File: config.mk
export PLATFORM = sky130hd
export DESIGN_NAME = chip8_timers
export DESIGN_NICKNAME = d
export VERILOG_FILES = /design/src/rtl/chip8_pkg.sv /design/src/rtl/chip8_countdown8.sv /design/src/rtl/chip8_timers.sv
export SDC_FILE = /design/constraint.sdc
export NUM_CORES = 1
export LEC_CHECK = 0
export ABC_AREA = 1
export CORE_MARGIN = 3
export CORE_UTILIZATION = 28
export DETAILED_ROUTE_END_ITERATION = 10
export GPL_TIMING_DRIVEN = 0
export PLACE_DENSITY_LB_ADDON = 0.3
export SETUP_SLACK_MARGIN = 0.5
export SYNTH_ARGS = -nofsm -noshare
export SYNTH_HDL_FRONTEND = slang
export SYNTH_SLANG_ARGS = --single-unit
File: constraint.sdc
create_clock -name clk -period 2.1 [get_ports clk]
set_clock_uncertainty 0.05 [all_clocks]
set_input_delay 0.63 -clock clk [delete_from_list [all_inputs] [get_ports clk]]
set_output_delay 0.63 -clock clk [all_outputs]
set_load 0.02 [all_outputs]
File: src/rtl/chip8_pkg.sv
// Shared CHIP-8 definitions: timer select encoding used by the CPU decode and
// the timer block, plus the tone-divider helper.
package chip8_pkg;

    localparam logic TIMER_SEL_DELAY = 1'b0;
    localparam logic TIMER_SEL_SOUND = 1'b1;

    localparam int unsigned TIMER_W   = 8;
    localparam int unsigned TONE_CNT_W = 32;

    typedef logic [TIMER_W-1:0]    timer_val_t;
    typedef logic [TONE_CNT_W-1:0] tone_cnt_t;

    // Half-period reload value for a square wave of tone_hz from clock_hz.
    function automatic tone_cnt_t tone_half_top(input int unsigned clock_hz,
                                                input int unsigned tone_hz);
        return tone_cnt_t'(clock_hz / (2 * tone_hz) - 1);
    endfunction

endpackage

File: src/rtl/chip8_countdown8.sv
// 8-bit saturating down-counter with synchronous load; load wins over dec.
module chip8_countdown8
    import chip8_pkg::*;
(
    input  logic       clk,
    input  logic       rst_n,
    input  logic       load,
    input  timer_val_t load_val,
    input  logic       dec,
    output timer_val_t value
);

    // NOTE: state registers use non-blocking (<=) so every flop samples
    // pre-edge values and simulation order cannot create races.
    always_ff @(posedge clk or negedge rst_n) begin
        if (!rst_n) begin
            value <= '0;
        end else if (load) begin
            value <= load_val;
        end else if (dec && (value != '0)) begin
            value <= value - timer_val_t'(1);
        end
    end

endmodule

File: src/rtl/chip8_timers.sv
// CHIP-8 delay and sound timers with a 60 Hz countdown and an ST-gated
// square-wave buzzer divided down from the system clock.
module chip8_timers
    import chip8_pkg::*;
#(
    parameter int unsigned CLOCK_HZ = 12_000_000,
    parameter int unsigned TONE_HZ  = 440
) (
    input  logic       clk,
    input  logic       rst_n,
    input  logic       tick_60hz,
    input  logic       wr_en,
    input  logic       wr_sel,
    input  logic [7:0] wr_data,
    input  logic       mute,
    output logic [7:0] delay_value,
    output logic       sound_active,
    output logic       beep
);

    localparam tone_cnt_t TONE_HALF_TOP = tone_half_top(CLOCK_HZ, TONE_HZ);

    logic       dt_load;
    logic       st_load;
    timer_val_t st_value;

    assign dt_load = wr_en && (wr_sel == TIMER_SEL_DELAY);
    assign st_load = wr_en && (wr_sel == TIMER_SEL_SOUND);

    chip8_countdown8 u_delay (
        .clk      (clk),
        .rst_n    (rst_n),
        .load     (dt_load),
        .load_val (wr_data),
        .dec      (tick_60hz),
        .value    (delay_value)
    );

    chip8_countdown8 u_sound (
        .clk      (clk),
        .rst_n    (rst_n),
        .load     (st_load),
        .load_val (wr_data),
        .dec      (tick_60hz),
        .value    (st_value)
    );

    assign sound_active = (st_value != '0);

    tone_cnt_t tone_cnt;
    tone_cnt_t tone_cnt_nxt;
    logic      beep_phase;
    logic      beep_phase_nxt;

    // Idle holds the divider at its reload value so every burst starts low
    // and rises after exactly TONE_HALF_TOP+1 active cycles.
    always_comb begin
        // NOTE: defaults first so every path assigns every output and no
        // latch is inferred.
        tone_cnt_nxt   = TONE_HALF_TOP;
        beep_phase_nxt = 1'b0;
        if (sound_active) begin
            if (tone_cnt == '0) begin
                tone_cnt_nxt   = TONE_HALF_TOP;
                beep_phase_nxt = ~beep_phase;
            end else begin
                tone_cnt_nxt   = tone_cnt - tone_cnt_t'(1);
                beep_phase_nxt = beep_phase;
            end
        end
    end

    always_ff @(posedge clk or negedge rst_n) begin
        if (!rst_n) begin
            tone_cnt   <= TONE_HALF_TOP;
            beep_phase <= 1'b0;
            beep       <= 1'b0;
        end else begin
            tone_cnt   <= tone_cnt_nxt;
            beep_phase <= beep_phase_nxt;
            beep       <= beep_phase & ~mute;
        end
    end

endmodule
==> key figures, run 1 <==
Yosys
  • Asr flop ratio synth: 100%
  • #FFs+latches synth: 50
  • Syn Nets: 453
  • Mapped Cells: 434
  • Syn Area/Cell: 6.98 µm²
  • Post-synth top flop: dfrtp_1
  • Number of synthesized flops with an enable pin: 0
  • Post-synth cell types: 28
  • Largest family of logic cells by synthesized area: simple AND/OR/NAND/NOR gates
  • Simple-gate area share of the yosys netlist: 38.7%
  • Synth Area in Compound Gates: 6.69%
  • Post-synthesis sequential area ratio: 41.6%
  • Post-synthesis xor/xnor area fraction: 5.49%
  • Mux cell area share after synthesis: 0%
  • Cell Area, Synth: 3030 µm²
  • Syn. warnings: 0
  • Synth Area in Adders: 2.06%

Timing
  • Max Freq: 0.506 GHz
  • Setup violators final: 0
  • Slew Limit Fails: 0
  • Slew @ Worst Pin: 0.443 ns
  • Final hold vios: 0
  • Min cycle time layout: 1.98 ns
  • Slew headroom: 70.4%
  • Unrepaired setup endpoints after global routing: true
  • Setup_tns: 0 ns
  • Crit share post-route: 94.2%

Worst hold path
  • Tightest Hold Check Type: input pin to asynchronous set/reset pin

Worst setup path
  • RR Endpoint: tone_cnt[26]
  • Critical path peak fanout: 2
  • Setup crit end kind: output port
  • Worst reg2reg path depth: 10
  • Cell Chain, Critical Path: inv_2, ha_4, nand2_2, nor2_4, inv_4, buf_6
  • Worst path arrival time: 1.30 ns
  • CP max stage cell: dfrtp_1
  • R2R setup slack: 0.47 ns
  • Worst r2r src: tone_cnt[0]
  • Crit path kind: flop to output port
  • CP max stage delay: 0.40 ns
  • Crit start category: flop
  • Req. time, crit path: 1.42 ns

Drt
  • Antenna-violating nets left: 0
  • Via count: 2946
  • Drt total wl: 8500 µm
  • Drt via density: 4.62
  • Detailed Route Iter0 Violations: 113
  • Drt drc: 0
  • Post-DR wirelength/cell: 13.3 µm
  • TritonRoute pass-1 iters: 4

Final layout
  • Final Instance Area: 4230 µm²
  • Layout Nets: 519
  • Non-filler cells, final: 637
  • Synthesis-to-finish area growth: 39.6%
  • ANT cells: 0
  • Layout cell share with drive strength beyond 1: 32.1%
  • # fillers: 1076

Global route
  • Total GRT Usage: 14.0%
  • Grt total ovfl: 0
  • First-pass GRT wire length: 13300 µm
  • Vias in the first global route: 2882
  • Largest net degree at the start of global routing: 34
  • Initial antenna violation count: 0

Clock tree
  • Post-CTS Hold Fix Bufs: 0
  • Clk Latency, worst-skew pair: 0.31 ns
  • TritonCTS Sinks: 50
  • CTS buffer count: 5
  • Clock root buffer: clkbuf_8
  • H-Tree Depth: 2
  • Worst-path clk slew: 0.10 ns
  • TritonCTS clock tree: done
  • Clock Path Buffers: 2

Placed design
  • Input/output buffers: 23
  • Placer congestion estimate: 0.943
  • Dpl cell area: 3450 µm²
  • Dpl hpwl: 5800 µm
  • Placed Cells incl. Taps: 594

Die
  • Initial Util: 29.1%
  • Cell Rows: 37
  • Full die area: 12100 µm²
  • DIE WIDTH: 110 µm
  • Core region area: 10400 µm²
  • I/O pin cnt: 24
  • Die H: 110 µm

Run
  • Max_cap viols: 0

Run status
  • Status: completed

Pwr
  • Pwr dens: 1010 nW/µm²
  • Leakage Power: 2.04 nW
  • Worst vdd rail ir drop: 0.493 mV
[registers in the layout, indices dropped and copies added (netlist names)]
signal         cells
beep               1
beep_phase         1
tone_cnt          32
u_delay.value      8
u_sound.value      8
[cell type report]
type,instances,area (µm²),share of cell area (%)
flip-flops and latches,50,1260,29.9
multi-input cells,344,1940,45.9
clock buffers,6,82.6,1.95
repair buffers,58,526,12.4
plain buffers,3,36.3,0.857
well taps,136,170,4.02
clock inverters,2,60.1,1.42
inverters,38,149,3.52
[Yosys cell counts, types with 3 or more instances]
cell type	instances	share of area [%]
nand4_1	7	1.4
nand2_2	6	1.2
o21ai_0	21	3.5
ha_1	5	2.1
inv_1	35	4.3
nor2_2	3	0.62
xnor2_1	3	0.87
o211ai_1	3	0.74
dfstp_2	7	6.1
a21oi_1	3	0.50
nand3_1	18	3.0
dfrtp_1	43	36
o21bai_1	4	0.99
nor2_1	116	14
nor2_4	4	1.5
nand2_1	126	16
xor2_1	16	4.6
[logic make-up (layout without fill, tap and decap cells)]
family | Yosys count | after routing
flops | 50 | 50
buf+inv | 41 | 107
fa+ha+maj | 5 | 5
simple gates | 285 | 286
xor+xnor | 19 | 19
compound gates | 34 | 34
[metrics by stage]
stage / utilization, % / hold WS [ns] / power [mW] / worst slack [ns]
2_1_floorplan: - / 0.284 / 2.36 / 0.473
3_3_place_gp: 33.0 / 0.399 / 2.77 / -1.22
3_5_place_dp: 33.2 / 0.407 / 2.80 / -0.202
4_1_cts: 36.5 / 0.214 / 3.86 / 0.0747
5_1_grt: 40.6 / 0.233 / 4.55 / 0.0519
6_report: 40.6 / 0.203 / 4.25 / 0.123
[power by group]
group	internal (mW)	leakage, nW	switching (mW)
Sequential	1.24	0.634	0.269
Clock	0.508	0.0714	0.340
Combinational	0.851	1.34	1.05
Total	2.60	2.04	1.66
[worst max path at each step]
stage,startpoint,endpoint,slack (ns),cells after the start
finish,u_sound.value[0],sound_active,0.12,6
global route,u_sound.value[2],sound_active,0.05,5
CTS,u_sound.value[3],sound_active,0.07,5
detailed placement,u_sound.value[0],sound_active,-0.20,6
global placement,rst_n,u_sound.value[2],-1.22,1
floorplan,u_sound.value[0],sound_active,0.47,5
[repair_timing]
item / CTS / global route
setup endpoints to repair: 57 / 52
gates resized for setup: 79 / 104
setup buffers: 18 / 14
gates cloned: 2 / 1
pin swaps: 9 / 23
hold endpoints to repair: 0 / 0
[per-layer routing]
layer  share of wire, %  up-vias  GRT usage [%]
met2                 52       61           24.8
met1                 44     1382           17.3
met3                3.2       17           2.45
met5                  0        -              0
met4                1.4        0           4.01
li1                   -     1486              -
[critical path: cells and delay by family (launching register included)]
family,cells,cell delay [ns]
fa+ha+maj,1,0.13
flops,1,0.40
buf+inv,3,0.25
simple gates,2,0.19
[layout by cell type, fill, tap and decap left out, types with 2 or more instances in the layout]
| cell type | instances |
|---|---|
| dlymetal6s2s_1 | 3 |
| dfrtp_1 | 40 |
| xnor2_1 | 3 |
| nand2_8 | 3 |
| nand4_1 | 7 |
| inv_1 | 27 |
| buf_2 | 5 |
| nand3_1 | 15 |
| inv_4 | 2 |
| o21ai_1 | 7 |
| nor2_2 | 28 |
| nand3_2 | 3 |
| and2_1 | 2 |
| buf_6 | 14 |
| buf_4 | 27 |
| o21ai_2 | 3 |
| nand2_1 | 106 |
| dfrtp_2 | 3 |
| nand2_2 | 18 |
| dfstp_2 | 7 |
| ha_4 | 2 |
| clkdlybuf4s50_1 | 9 |
| or2_2 | 2 |
| nor2_4 | 17 |
| nor2_1 | 78 |
| o21ai_0 | 11 |
| inv_2 | 8 |
| nand2_4 | 6 |
| ha_1 | 3 |
| o21bai_1 | 4 |
| clkbuf_8 | 7 |
| o211ai_1 | 3 |
| a21oi_1 | 3 |
| xor2_1 | 16 |
| bufinv_16 | 2 |
(Power assumes the default switching activity.)
==> inputs of run 2 (changes only) <==
SETUP_SLACK_MARGIN = 0.2   (was 0.5)
clock period = 2.3 ns   (was 2.1 ns; I/O delays follow)
==> run 2 against run 1 <==
Largest cell class unchanged. Combinational power decreased by 35%. Routed wire length decreased by 14%. Global-route usage shrank 1.1 points. Critical path type unchanged. Clock power fell by 11%.
==> key figures, run 2 (synthesis gave the netlist of run 1 again) <==
Placed design
  • Dpl hpwl: 5670 µm (-2.2%)
  • Placer congestion estimate: 0.892 (-5.5%)
  • Input/output buffers: 23 (unchanged)

Final layout
  • Multi-input logic area: 1630 µm² (-16%)
  • ANT cells: 0 (unchanged)
  • Max reg flops: 32 (unchanged)
  • Most common cell after layout, fill and taps aside: nand2_1
  • Layout cell share with drive strength beyond 1: 11.0% (-21 points)
  • Reg with most FFs: tone_cnt
  • Commonest non-fill, non-tap cells in the layout: nand2_1, nor2_1, dfrtp_1
  • Largest registers: tone_cnt (32), u_delay.value (8), u_sound.value (8)
  • Post-Route Utilization: 35.1% (-5.5 points)
  • # fillers: 1133 (+5.3%)
  • Synthesis-to-finish area growth: 20.8%
  • FF+latch area: 1260 µm² (-0.20%)
  • Layout Nets: 490 (-5.6%)

Worst setup path
  • Setup crit end kind: output port
  • Worst path arrival time: 1.33 ns (+0.03 ns)
  • Crit path kind: flop to output port
  • Crit start category: flop
  • Req. time, crit path: 1.56 ns (+0.14 ns)
  • Critical path peak fanout: 4 (+2)

Clock tree
  • TritonCTS Sinks: 50 (unchanged)
  • H-Tree Depth: 2 (unchanged)
  • Clock root buffer: clkbuf_8
  • CTS buffer count: 5 (unchanged)
  • Clock Path Buffers: 2 (unchanged)
  • Worst-path clk slew: 0.10 ns (about the same)
  • Clk Latency, worst-skew pair: 0.31 ns (about the same)
  • TritonCTS clock tree: done
  • Post-CTS Hold Fix Bufs: 0 (unchanged)

Pwr
  • Pwr dens: 912 nW/µm² (-9.3%)
  • Clock power frac: 22.5% (+2.5 points)
  • Net Sw Power: 1.27 mW (-23%)
  • Sw Ratio: 38.1% (-0.84 points)
  • Leakage Power: 1.80 nW (-12%)
  • Share of power burned in registers: 40.4% (+5.0 points)
  • Internal: 2.07 mW (-20%)
  • Worst vdd rail ir drop: 0.410 mV (-17%)
  • Logic pwr share: 37.0% (-7.6 points)

Drt
  • Drt drc: 0 (unchanged)
  • Via count: 2767 (-6.1%)
  • Drt total wl: 7330 µm (-14%)
  • TritonRoute pass-1 iters: 4 (unchanged)
  • Drt via density: 4.55 (-1.6%)
  • Antenna-violating nets left: 0 (unchanged)
  • Detailed Route Iter0 Violations: 148 (+31%)
  • Post-DR wirelength/cell: 12.1 µm (-9.6%)

Die
  • Full die area: 12100 µm² (unchanged)
  • Core region area: 10400 µm² (unchanged)
  • I/O pin cnt: 24 (unchanged)
  • DIE WIDTH: 110 µm (unchanged)
  • Initial Util: 29.1% (unchanged)
  • Cell Rows: 37 (unchanged)
  • Die H: 110 µm (unchanged)

Global route
  • Initial antenna violation count: 0 (unchanged)
  • Vias in the first global route: 2668 (-7.4%)
  • Largest net degree at the start of global routing: 36 (+5.9%)
  • Grt total ovfl: 0 (unchanged)
  • First-pass GRT wire length: 12400 µm (-6.6%)
  • Total GRT Usage: 12.9% (-1.1 points)

Timing
  • Slew Limit Fails: 0 (unchanged)
  • Slew headroom: 72.7% (+2.2 points)
  • Min cycle time layout: 2.07 ns
  • Crit share post-route: 90.2%
  • Final hold vios: 0 (unchanged)
  • Max Freq: 0.482 GHz
  • WHS: 0.253 ns (+0.0507 ns)
  • Slew @ Worst Pin: 0.410 ns (-0.0336 ns)
  • Setup violators final: 0 (unchanged)
  • Unrepaired setup endpoints after global routing: true

Run status
  • Status: completed

Run
  • Max_cap viols: 0 (unchanged)

Worst hold path
  • Tightest Hold Check Type: input pin to asynchronous set/reset pin
==> run 2: path summary, 6_finish.rpt <==
kind                       depth (start not counted)           end  slack, ns              from
max                                                6  sound_active       0.23  u_sound.value[0]
min                                                1  tone_cnt[25]       0.25             rst_n
max reg2reg                                       10  tone_cnt[26]       0.44       tone_cnt[0]
min reg2reg                                        1   tone_cnt[0]       0.42       tone_cnt[0]
max in group asynchronous                          2   tone_cnt[8]       1.36             rst_n
min in group clk                                   1   tone_cnt[0]       0.42       tone_cnt[0]
==> run 2: cell type report <==
class                      count  area share, %
sequential                    50           34.5
buffer                         3          0.615
timing repair buffer          30           7.86
multi-input combinational    343           44.6
clock inverter                 3           1.88
tap                          136           4.65
inverter                      38           4.03
clock buffer                   5           1.88
==> run 2: power groups by stage <==
stage	clock network (mW)	logic, mW	registers [mW]
2_1_floorplan	0	0.765	1.39
3_3_place_gp	0	1.16	1.36
3_5_place_dp	0	1.19	1.35
4_1_cts	0.777	1.21	1.35
5_1_grt	0.794	1.42	1.38
6_report	0.752	1.24	1.35
==> run 2: critical path, stage by stage, from the launching register on <==
cell	delay [ns]
dfrtp_1	0.40
inv_2	0.08
ha_4	0.13
nand2_2	0.06
nor2_4	0.14
clkinv_4	0.08
buf_6	0.13
==> run 2: per-layer routing <==
| metal | part of all wire (%) | vias up | global-route usage (%) | routed length (µm) |
|---|---|---|---|---|
| met5 | 0 | - | 0 | 0 |
| met4 | 1.2 | 0 | 3.03 | 91 |
| met3 | 3.7 | 11 | 2.27 | 272 |
| met2 | 47 | 64 | 21.8 | 3470 |
| met1 | 48 | 1263 | 17.3 | 3500 |
| li1 | - | 1429 | - | - |
==> run 2: what timing repair did <==
action                                  CTS  global route
gates resized for setup                  16             8
endpoints found under the hold margin     0             0
endpoints found under the setup margin    6             2
buffers inserted                          3             3
pin swaps                                 1             1
==> run 2: metrics by stage <==
step	area, µm²	TNS, ns	worst slack, ns	total power, mW	cells
after floorplan	3030	0	0.574	2.15	434
after global placement	3430	-50.86	-1.10	2.52	593
after detailed placement	3450	-0.119	-0.119	2.55	594
after CTS	3610	0	0.158	3.33	605
after global routing	3660	0	0.152	3.60	608
final	3660	0	0.226	3.34	608
